`config.mk`:
```
export PLATFORM = sky130hd
export DESIGN_NAME = averager_multi_flat
export DESIGN_NICKNAME = d
export VERILOG_FILES = /design/src/rtl/averager_multi_pkg.sv /design/src/rtl/averager_multi_if.sv /design/src/rtl/averager_multi_datapath.sv /design/src/rtl/averager_multi.sv /design/src/flat_wrapper.sv
export SDC_FILE = /design/constraint.sdc
export NUM_CORES = 1
export LEC_CHECK = 0
export ABC_AREA = 1
export CAP_MARGIN = 40
export CORE_AREA = 2 2 133 103
export CTS_BUF_LIST = sky130_fd_sc_hd__clkbuf_4
export DETAILED_ROUTE_END_ITERATION = 8
export DIE_AREA = 0 0 135 105
export PLACE_DENSITY = 0.83
export SLEW_MARGIN = 5
export SYNTH_ARGS = -nofsm -noshare
export SYNTH_HDL_FRONTEND = slang
export SYNTH_HIERARCHICAL = 1
export SYNTH_SLANG_ARGS = --single-unit
```
`constraint.sdc`:
```
create_clock -name clk -period 5.9 [get_ports clk]
set_input_delay 1.18 -clock clk [delete_from_list [all_inputs] [get_ports clk]]
set_output_delay 1.18 -clock clk [all_outputs]
set_load 0.01 [all_outputs]
```
`src/rtl/averager_multi_pkg.sv`:
```
// -----------------------------------------------------------------------------
// averager_pkg
// Shared types and sizing helpers for the multi-channel averager slice.
//   avg_mode_e : averaging mode (block average or exponential moving average)
//   qw()       : result word width, DW integer bits plus POWER fraction bits
//   ch_width() : channel index width, never narrower than CH_W_MIN
// -----------------------------------------------------------------------------
package averager_pkg;

    typedef enum logic {
        AVG_BLOCK = 1'b0,
        AVG_EMA   = 1'b1
    } avg_mode_e;

    localparam int CH_W_MIN = 1;

    function automatic int qw(input int dw, input int power);
        return dw + power;
    endfunction

    function automatic int ch_width(input int ch);
        return (ch > 1) ? $clog2(ch) : CH_W_MIN;
    endfunction

endpackage

```
`src/rtl/averager_multi_if.sv`:
```
// -----------------------------------------------------------------------------
// averager_multi_if
// Sample stream in / result stream out of the multi-channel averager.
//   din_valid, din_ch, Din        : tagged sample from the ADC side
//   q_valid, q_ch, Q, q_min, q_max: one-cycle result strobe and held results
// Modports:
//   master : sample producer / result consumer (testbench, upstream logic)
//   slave  : the averager itself
// -----------------------------------------------------------------------------
interface averager_multi_if
    import averager_pkg::*;
#(
    parameter int DW    = 8,
    parameter int POWER = 8,
    parameter int CH    = 4
);
    localparam int CH_W = ch_width(CH);
    localparam int QW   = qw(DW, POWER);

    logic            din_valid;
    logic [CH_W-1:0] din_ch;
    logic [DW-1:0]   Din;

    logic            q_valid;
    logic [CH_W-1:0] q_ch;
    logic [QW-1:0]   Q;
    logic [DW-1:0]   q_min;
    logic [DW-1:0]   q_max;

    modport master (
        output din_valid, din_ch, Din,
        input  q_valid, q_ch, Q, q_min, q_max
    );

    modport slave (
        input  din_valid, din_ch, Din,
        output q_valid, q_ch, Q, q_min, q_max
    );

endinterface

```
`src/rtl/averager_multi_datapath.sv`:
```
// -----------------------------------------------------------------------------
// averager_datapath
// Purely combinational update for the one channel selected this cycle.
// Ports:
//   mode         : active averaging mode
//   acc_in       : current accumulator of the selected channel
//   cnt_in       : current sample count of the selected channel (block mode)
//   primed_in    : channel has seen its first EMA sample
//   din          : incoming unsigned sample
//   acc_next     : accumulator value to store if the sample is accepted
//   cnt_next     : sample count to store if the sample is accepted
//   primed_next  : primed flag to store if the sample is accepted
//   result       : Q value to publish when result_ready is high
//   result_ready : this sample completes a result
// -----------------------------------------------------------------------------
module averager_datapath
    import averager_pkg::*;
#(
    parameter int DW    = 8,
    parameter int POWER = 8,
    localparam int QW   = qw(DW, POWER)
)
(
    input  avg_mode_e        mode,
    input  logic [QW-1:0]    acc_in,
    input  logic [POWER-1:0] cnt_in,
    input  logic             primed_in,
    input  logic [DW-1:0]    din,
    output logic [QW-1:0]    acc_next,
    output logic [POWER-1:0] cnt_next,
    output logic             primed_next,
    output logic [QW-1:0]    result,
    output logic             result_ready
);

    logic [QW-1:0] din_ext;
    logic [QW-1:0] din_shl;
    logic [QW-1:0] block_sum;
    logic [QW-1:0] ema_step;
    logic [QW-1:0] ema_acc;

    assign din_ext   = {{POWER{1'b0}}, din};
    assign din_shl   = {din, {POWER{1'b0}}};
    assign block_sum = acc_in + din_ext;
    // acc holds the average scaled by 2^POWER, so subtracting acc>>POWER and
    // adding the raw sample is the usual alpha = 2^-POWER EMA in Q format.
    assign ema_step  = acc_in - (acc_in >> POWER) + din_ext;
    // The first EMA sample seeds the filter instead of ramping up from zero.
    assign ema_acc   = primed_in ? ema_step : din_shl;

    always_comb begin
        acc_next     = acc_in;
        cnt_next     = cnt_in;
        primed_next  = primed_in;
        result       = '0;
        result_ready = 1'b0;
        if (mode == AVG_BLOCK) begin
            result = block_sum;
            // Count reaches all-ones on the 2^POWER-th sample of the block.
            if (cnt_in == {POWER{1'b1}}) begin
                acc_next     = '0;
                cnt_next     = '0;
                result_ready = 1'b1;
            end else begin
                acc_next = block_sum;
                cnt_next = cnt_in + POWER'(1);
            end
        end else begin
            acc_next     = ema_acc;
            primed_next  = 1'b1;
            result       = ema_acc;
            result_ready = 1'b1;
        end
    end

endmodule

```
`src/rtl/averager_multi.sv`:
```
// -----------------------------------------------------------------------------
// averager_multi
// Multi-channel averager for a time-multiplexed ADC sample stream. Keeps one
// accumulator per channel and produces either one block average per 2^POWER
// samples (AVG_BLOCK) or one exponential moving average per sample (AVG_EMA).
// Results carry POWER fractional bits: Q[QW-1:POWER] integer, Q[POWER-1:0]
// fraction.
// Ports:
//   clk      : system clock, rising edge
//   reset_n  : asynchronous active-low reset
//   EN       : global enable, holds all state while low
//   clear    : synchronous clear of every channel's state
//   mode     : 0 = AVG_BLOCK, 1 = AVG_EMA (registered; a change clears state)
//   bus      : averager_multi_if.slave carrying samples in and results out
// Configuration:
//   AVG_MINMAX_EN : when defined, per-channel block min/max are tracked and
//                   published on q_min/q_max at block end; otherwise both
//                   outputs are tied to zero.
// -----------------------------------------------------------------------------
module averager_multi
    import averager_pkg::*;
#(
    parameter int DW    = 8,
    parameter int POWER = 8,
    parameter int CH    = 4
)
(
    input  logic               clk,
    input  logic               reset_n,
    input  logic               EN,
    input  logic               clear,
    input  logic               mode,
    averager_multi_if.slave    bus
);

    localparam int CH_W = ch_width(CH);
    localparam int QW   = qw(DW, POWER);
    localparam logic [CH_W:0] CH_LIMIT = (CH_W + 1)'(CH);

    avg_mode_e       mode_in;
    avg_mode_e       mode_r;
    logic            mode_change;
    logic            ch_ok;
    logic            accept;
    logic [CH_W-1:0] sel;

    logic [QW-1:0]    acc_r    [CH];
    logic [POWER-1:0] cnt_r    [CH];
    logic             primed_r [CH];

    logic [QW-1:0]    acc_nxt;
    logic [POWER-1:0] cnt_nxt;
    logic             primed_nxt;
    logic [QW-1:0]    result;
    logic             ready;

    logic            q_valid_r;
    logic [CH_W-1:0] q_ch_r;
    logic [QW-1:0]   q_r;
    logic [DW-1:0]   q_min_r;
    logic [DW-1:0]   q_max_r;

    assign mode_in = avg_mode_e'(mode);

    // Mode is only sampled while enabled, so a disabled block cannot have its
    // channel state wiped by a mode pin that moved in the meantime.
    assign mode_change = EN && (mode_in != mode_r);
    assign ch_ok       = {1'b0, bus.din_ch} < CH_LIMIT;
    assign accept      = EN && bus.din_valid && !clear && ch_ok && !mode_change;
    // Out-of-range channels are never accepted; steering them to channel 0
    // keeps every array read in bounds.
    assign sel         = ch_ok ? bus.din_ch : '0;

    averager_datapath #(
        .DW    (DW),
        .POWER (POWER)
    ) u_datapath (
        .mode         (mode_r),
        .acc_in       (acc_r[sel]),
        .cnt_in       (cnt_r[sel]),
        .primed_in    (primed_r[sel]),
        .din          (bus.Din),
        .acc_next     (acc_nxt),
        .cnt_next     (cnt_nxt),
        .primed_next  (primed_nxt),
        .result       (result),
        .result_ready (ready)
    );

    always_ff @(posedge clk or negedge reset_n) begin
        if (!reset_n) begin
            mode_r <= AVG_BLOCK;
        end else if (EN) begin
            mode_r <= mode_in;
        end
    end

    // clear is an explicit command and acts even while EN is low.
    always_ff @(posedge clk or negedge reset_n) begin
        if (!reset_n) begin
            for (int i = 0; i < CH; i++) begin
                acc_r[i]    <= '0;
                cnt_r[i]    <= '0;
                primed_r[i] <= 1'b0;
            end
        end else if (clear || mode_change) begin
            for (int i = 0; i < CH; i++) begin
                acc_r[i]    <= '0;
                cnt_r[i]    <= '0;
                primed_r[i] <= 1'b0;
            end
        end else if (accept) begin
            acc_r[sel]    <= acc_nxt;
            cnt_r[sel]    <= cnt_nxt;
            primed_r[sel] <= primed_nxt;
        end
    end

    always_ff @(posedge clk or negedge reset_n) begin
        if (!reset_n) begin
            q_valid_r <= 1'b0;
            q_ch_r    <= '0;
            q_r       <= '0;
        end else begin
            q_valid_r <= accept && ready;
            if (accept && ready) begin
                q_ch_r <= sel;
                q_r    <= result;
            end
        end
    end

`ifdef AVG_MINMAX_EN
    logic [DW-1:0] min_r [CH];
    logic [DW-1:0] max_r [CH];
    logic [DW-1:0] blk_min;
    logic [DW-1:0] blk_max;
    logic          blk_update;

    assign blk_update = accept && (mode_r == AVG_BLOCK);

    // Extremes including the current sample, so the block-end sample counts.
    always_comb begin
        blk_min = (bus.Din < min_r[sel]) ? bus.Din : min_r[sel];
        blk_max = (bus.Din > max_r[sel]) ? bus.Din : max_r[sel];
    end

    always_ff @(posedge clk or negedge reset_n) begin
        if (!reset_n) begin
            for (int i = 0; i < CH; i++) begin
                min_r[i] <= '1;
                max_r[i] <= '0;
            end
        end else if (clear || mode_change) begin
            for (int i = 0; i < CH; i++) begin
                min_r[i] <= '1;
                max_r[i] <= '0;
            end
        end else if (blk_update) begin
            if (ready) begin
                min_r[sel] <= '1;
                max_r[sel] <= '0;
            end else begin
                min_r[sel] <= blk_min;
                max_r[sel] <= blk_max;
            end
        end
    end

    always_ff @(posedge clk or negedge reset_n) begin
        if (!reset_n) begin
            q_min_r <= '0;
            q_max_r <= '0;
        end else if (blk_update && ready) begin
            q_min_r <= blk_min;
            q_max_r <= blk_max;
        end
    end
`else
    assign q_min_r = '0;
    assign q_max_r = '0;
`endif

    assign bus.q_valid = q_valid_r;
    assign bus.q_ch    = q_ch_r;
    assign bus.Q       = q_r;
    assign bus.q_min   = q_min_r;
    assign bus.q_max   = q_max_r;

endmodule

```
`src/flat_wrapper.sv`:
```
// flat-port wrapper written by rule: the top's interface ports become plain ports
module averager_multi_flat import averager_pkg::*;
#(
    parameter int DW    = 8,
    parameter int POWER = 8,
    parameter int CH    = 4
)
  (clk, reset_n, EN, clear, mode, bus_din_valid, bus_din_ch, bus_Din, bus_q_valid, bus_q_ch, bus_Q, bus_q_min, bus_q_max);
  averager_multi_if #(.DW(DW), .POWER(POWER), .CH(CH)) bus_i ();
  input  logic clk;
  input  logic reset_n;
  input  logic EN;
  input  logic clear;
  input  logic mode;
  input wire logic [$bits(bus_i.din_valid)-1:0] bus_din_valid;
  input wire logic [$bits(bus_i.din_ch)-1:0] bus_din_ch;
  input wire logic [$bits(bus_i.Din)-1:0] bus_Din;
  output wire logic [$bits(bus_i.q_valid)-1:0] bus_q_valid;
  output wire logic [$bits(bus_i.q_ch)-1:0] bus_q_ch;
  output wire logic [$bits(bus_i.Q)-1:0] bus_Q;
  output wire logic [$bits(bus_i.q_min)-1:0] bus_q_min;
  output wire logic [$bits(bus_i.q_max)-1:0] bus_q_max;
  assign bus_i.din_valid = bus_din_valid;
  assign bus_i.din_ch = bus_din_ch;
  assign bus_i.Din = bus_Din;
  assign bus_q_valid = bus_i.q_valid;
  assign bus_q_ch = bus_i.q_ch;
  assign bus_Q = bus_i.Q;
  assign bus_q_min = bus_i.q_min;
  assign bus_q_max = bus_i.q_max;
  averager_multi #(.DW(DW), .POWER(POWER), .CH(CH)) u_core (.clk(clk), .reset_n(reset_n), .EN(EN), .clear(clear), .mode(mode), .bus(bus_i));
endmodule
```
# Yosys cells after proc, flatten, opt, wreduce, memory -nomap -nowiden
# Index checks and enable logic that the tools add are counted.
[word_totals] reg_bits=120 inputBits=16 output_inout_bits=35
[op_classes] add_sub_neg=4 magnitude_cmp=2 n_eq_ne=2 mux=33 n_bitwise=1 n_reduce_logical=10
[op_table] cell="$mux 64" count=2
[op_table] cell="$mux 16" count=7
[op_table] cell="$bwmux 64" count=1
[op_table] cell="$mux 32" count=2
[op_table] cell="$mux 8" count=5
[op_table] cell="$add 16x8->16" count=2
[op_table] cell="$bmux 16 s2" count=1
[op_table] cell="$bwmux 32" count=1
[op_table] cell="$demux 16 s2" count=1
[op_table] cell="$bmux 8 s2" count=1
[op_table] cell="$demux 8 s2" count=1
[op_table] cell="$sub 16x8->16" count=1
[op_table] cell="$add 8x1->8 const B" count=1
[op_table] cell="$eq 8x8->1 const B" count=1
[op_table] cell="$mux 4" count=2
[op_table] cell="$logic_and 1x1->1" count=6
[op_table] cell="$mux 1" count=6
[op_table] cell="$bwmux 4" count=1
[op_table] cell="$ge 3x3->1 const B" count=1
[op_table] cell="$lt 3x1->1 const B" count=1
[op_table] cell="$not 2->3" count=1
[op_table] cell="$bmux 1 s2" count=1
[op_table] cell="$demux 1 s2" count=1
[op_table] cell="$logic_not 1->1" count=2
[op_table] cell="other kinds (3)" count=3

# Logic depth before layout (Yosys ltp)
[depth] ltp_word=11 depth_mapped=22

# Modules after synthesis
# Netlist, hierarchy kept.
[by_module_without_submodules] mod="averager_multi" instances=1 cells_per_inst=660 area_each_um2=5524.0 seq_area_each_um2=3002.9
[by_module_without_submodules] mod="averager_datapath" instances=1 cells_per_inst=456 area_each_um2=2398.6 seq_area_each_um2=0.0

# Least setup slack after synthesis
# No wires, ideal clock.
[synth_path] path_kind="input -> register" start="input bus_din_ch[1]" end="register u_core/acc_r[23] in the netlist's numbering" arrival_ps=3900 path_slack_ps=1882 cell_stages=18 n_path_buf=1 path_cell_list="inv_2 nand2_1 inv_2 buf_1 a22oi_1 nand3_1 inv_1 fa_1 inv_1 ha_1 or2_2 nand3_1 nand2_1 or2_2 nand3_1 o21ai_0 nand2_1 nand2_1"
[synth_between] elab_chain_cells=11
[synth_rtl] item="start: declaration" line="flat_wrapper.sv:16" text="input wire logic [$bits(bus_i.din_ch)-1:0] bus_din_ch;"
[synth_rtl] item="$not 2->3 (implied by the code) (*)" line="averager_multi.sv:79, averager_multi.sv:80, averager_multi.sv:81"
[synth_rtl] item="$bmux 16 s2" line="averager_multi.sv:79" text=".acc_in (acc_r[sel]),"
[synth_rtl] item="$mux 16 (implied by the code) (2 in a row)" line="averager_multi.sv:79"
[synth_rtl] item="$sub 16x8->16" line="averager_multi_datapath.sv:47" text="assign ema_step = acc_in - (acc_in >> POWER) + din_ext;"
[synth_rtl] item="$add 16x8->16" line="averager_multi_datapath.sv:47"
[synth_rtl] item="$mux 16" line="averager_multi_datapath.sv:49" text="assign ema_acc = primed_in ? ema_step : din_shl;"
[synth_rtl] item="$mux 16 (*)" line="averager_multi_datapath.sv:57" text="if (mode == AVG_BLOCK) begin"
[synth_rtl] item="named net u_core.acc_nxt[7]" line="averager_multi.sv:51" text="logic [QW-1:0] acc_nxt;"
[synth_rtl] item="$bwmux 64 (*)" line="averager_multi.sv:113" text="acc_r[sel] <= acc_nxt;"
[synth_rtl] item="$mux 64 (*)" line="averager_multi.sv:112" text="end else if (accept) begin"
[synth_rtl] item="$mux 64 (*)" line="averager_multi.sv:106" text="end else if (clear || mode_change) begin"
[synth_rtl] item="end signal: indexed assignment" line="averager_multi.sv:113"
[synth_rtl] item="end: declaration" line="averager_multi.sv:47" text="logic [QW-1:0] acc_r [CH];"
# The timed path passes the listed nets; every way through them passes the cells marked *. The select of a mux whose other input is x is not followed.
# A chain may end at the register's enable or synchronous reset.

# Worst setup path after layout
[layout_path] start="input bus_din_ch[1]" end="register u_core/acc_r[59] in the netlist's numbering"
# The elaborated chain is that of the path after synthesis.

==> flow_summary.yaml <==
power_and_ir_drop:
  seqPwrFrac_pct: 48.4
  pwr-share-comb_pct: 18.6
  swShare_pct: 30.6
  power.leakage_nw: 4.84
  intPower_mw: 1.25
  power.share.clock_pct: 33.1
  ir_drop_mv: 0.158
  switching_power_mw: 0.551
  p_per_area_nw_per_um2: 210
detailed_routing:
  drt_iter0_drc: 940
  vias: 7597
  detail-route-antenna-nets: 0
  viasPerCell: 5.76
  first_pass_iters: 6
  drt-total-wl_um: 22800
  remaining_drc_errors: 0
  wl_per_cell_um: 17.3
die:
  dieArea_um2: 14200
  rows: 36
  start_util_pct: 61.9
  die_w_um: 135
  die_h_um: 105
  io_pins: 51
  core-area_um2: 12800
logic_synthesis:
  ys_warn_count: 6
  ys_seq_area_share_pct: 37.9
  synth.avg_cell_area_um2: 7.10
  synth_top_cell_area_share_pct: 37.9
  synth_seq_cells: 120
  ys_types: 38
  syn_area_um2: 7920
  synth_top_area_cell: "dfrtp_1"
  syn-instance-count: 1116
  synth_area_leaders: "dfrtp_1 (38%), nand2_1 (21%), nand3_1 (12%), ha_1 (4.9%), inv_1 (4.7%)"
global_routing:
  grt_pass1_vias: 6932
  overflow: 0
  grt_pass1_wl_um: 36600
  grt_max_degree: 49
  grt_antenna_before_repair: 0
  track_usage_pct: 33.2
status:
  status: "complete, no violations"
layout:
  syn_to_final_growth_pct: 8.18
  fin_nets: 1192
  post-route-util_pct: 67.0
  antenna_cells: 0
  layout_common_cells: "nand2_1 (451), nand3_1 (183), dfrtp_1 (120)"
  drive_gt1_share_pct: 6.02
  nFillCells: 1148
  final_common_cell: "nand2_1"
  register_area_um2: 3000
  multi_input_area_um2: 4220
  fin_cells: 1318
critical_path:
  worstSetupPathType: "in -> reg"
  endpoint_kind: "flop"
  cp_slowest_cell: "nor2_4"
  worstPathMaxFanout: 26
  crit_arrival_ns: 5.16
  worstPathRequired_ns: 6.28
  slowest_delay_ns: 0.65
  crit_chain: "clkdlybuf4s50_1 > inv_2 > nor2_4 > nand2_1 > nand3_1 > fa_1 > inv_1 > ha_1 > or2_2 > nand3_1 > nand2_1 > nand2_1 > nand2_1 > nand2_1 > nand3_1 > nand2_1 > nand2_1 > nand2_1 > nand2_1"
  cpMostUsedCell: "nand2_1"
  startpoint_type: "primary input"
clocking:
  post_cts_resized: 0
  tritoncts: "yes"
  clkTransAtPathRegs_ns: 0.10
  cts.sinks: 120
  root_buffer: "clkbuf_4"
  insertion_delay_ns: 0.50
  htreeDepth: 4
  cts_buffers: 17
  postCtsSetupBuffers: 0
  postCtsHoldBufs: 0
  cts_buffer_depth: 2
sta:
  slew_headroom_pct: 42.8
  rsz0062_at_grt: "false"
  fin_skew_ns: 0.0214
  min_period_ns: 4.78
  post-route-period-util_pct: 81.0
  holdWs_ns: 0.495
  fmax_mhz: 209
  finalSetupTns_ns: 0
  hold_viol_final: 0
  setup_violations: 0
  slew_viol_final: 0
  worst_pin_slew_ns: 0.856
place:
  dpl.hpwl_um: 15300
  dpl.cell_count: 1288
  gp_congestion: 0.957
  port-buffer-count: 34
min_path:
  hp-class: "reg -> reg"
flow_run:
  maxCapViolCount: 0
[cells in the mapped netlist (all sizes together)]
cell,number
nand2,456
nand3,187
dfrtp,120
inv,110
buf,45
o21ai,36
ha,31
nor2,26
a22oi,24
a21oi,22
clkbuf,13
fa,9
nand4,6
xnor2,5
xor2,5
o22ai,4
or2,4
nor3,3
a21o,2
and2,2
a21boi,1
a22o,1
and3,1
clkinv,1
conb,1
o21a,1
[critical path: cells and delay by family]
kind	cells	cell delay (ns)
buffers and inverters	3	0.70
adder cells (fa/ha/maj)	2	0.76
AND/OR/NAND/NOR	14	2.53
[worst paths after layout]
check                                   start                 end  slack [ns]  cells past startpoint
setup / recovery                bus_din_ch[1]    u_core/acc_r[59]        1.12                     19
hold / removal             u_core/bus.q_ch[1]  u_core/bus.q_ch[1]        0.49                      2
setup reg to reg             u_core/acc_r[61]    u_core/acc_r[59]        2.54                     17
hold reg to reg            u_core/bus.q_ch[1]  u_core/bus.q_ch[1]        0.49                      2
max in group asynchronous             reset_n    u_core/acc_r[58]        4.05                      3
min in group asynchronous             reset_n    u_core/acc_r[29]        0.61                      1
[per-layer routing]
layer	track usage [%]	routed length (µm)	up-vias
met2	47.9	9650	407
met4	9.75	508	0
met5	0	0	-
met1	48.7	9950	3554
met3	9.17	2650	48
li1	-	-	3588
[registers in the layout, summed over array words and instances, names as in the netlist]
name,flops
u_core/acc_r,64
u_core/cnt_r,32
u_core/bus.Q,16
u_core/primed_r,4
u_core/bus.q_ch,2
u_core/bus.q_valid,1
u_core/mode_r,1
[stage by stage]
step                area, µm²  setup WS, ns  total power [mW]
floorplan                7980          1.88              1.07
global placement         8250         0.549              1.20
detailed placement       8300         0.709              1.21
CTS                      8570          1.25              1.80
global route             8570         0.902              1.88
finish                   8570          1.12              1.80
[layout make-up]
cell class,count,area share (%)
multi-input cells,842,49.3
flip-flops and latches,120,35.0
clock buffers,18,1.58
clock inverters,12,1.58
inverters,111,4.86
repair buffers,44,5.20
well taps,171,2.50
[cells by family (layout without fill, tap and decap cells)]
family          count (synthesis)  count (layout)  synth area share, %
fa+ha+maj                      40              40                 7.17
compound gates                 91              91                 6.74
xor+xnor                       10              10                 1.11
simple gates                  685             685                 37.5
buf+inv                       169             185                 9.52
other cells                     1              16               0.0473
flops                         120             120                 37.9
[power by group through the flow]
stage          Combinational [mW]  Sequential, mW  Clock [mW]
2_1_floorplan               0.178           0.894           0
4_1_cts                     0.329           0.872       0.604
5_1_grt                     0.367           0.876       0.638
3_5_place_dp                0.326           0.886           0
6_report                    0.335           0.872       0.596
3_3_place_gp                0.316           0.887           0
Power figures use the tool's default switching activity.
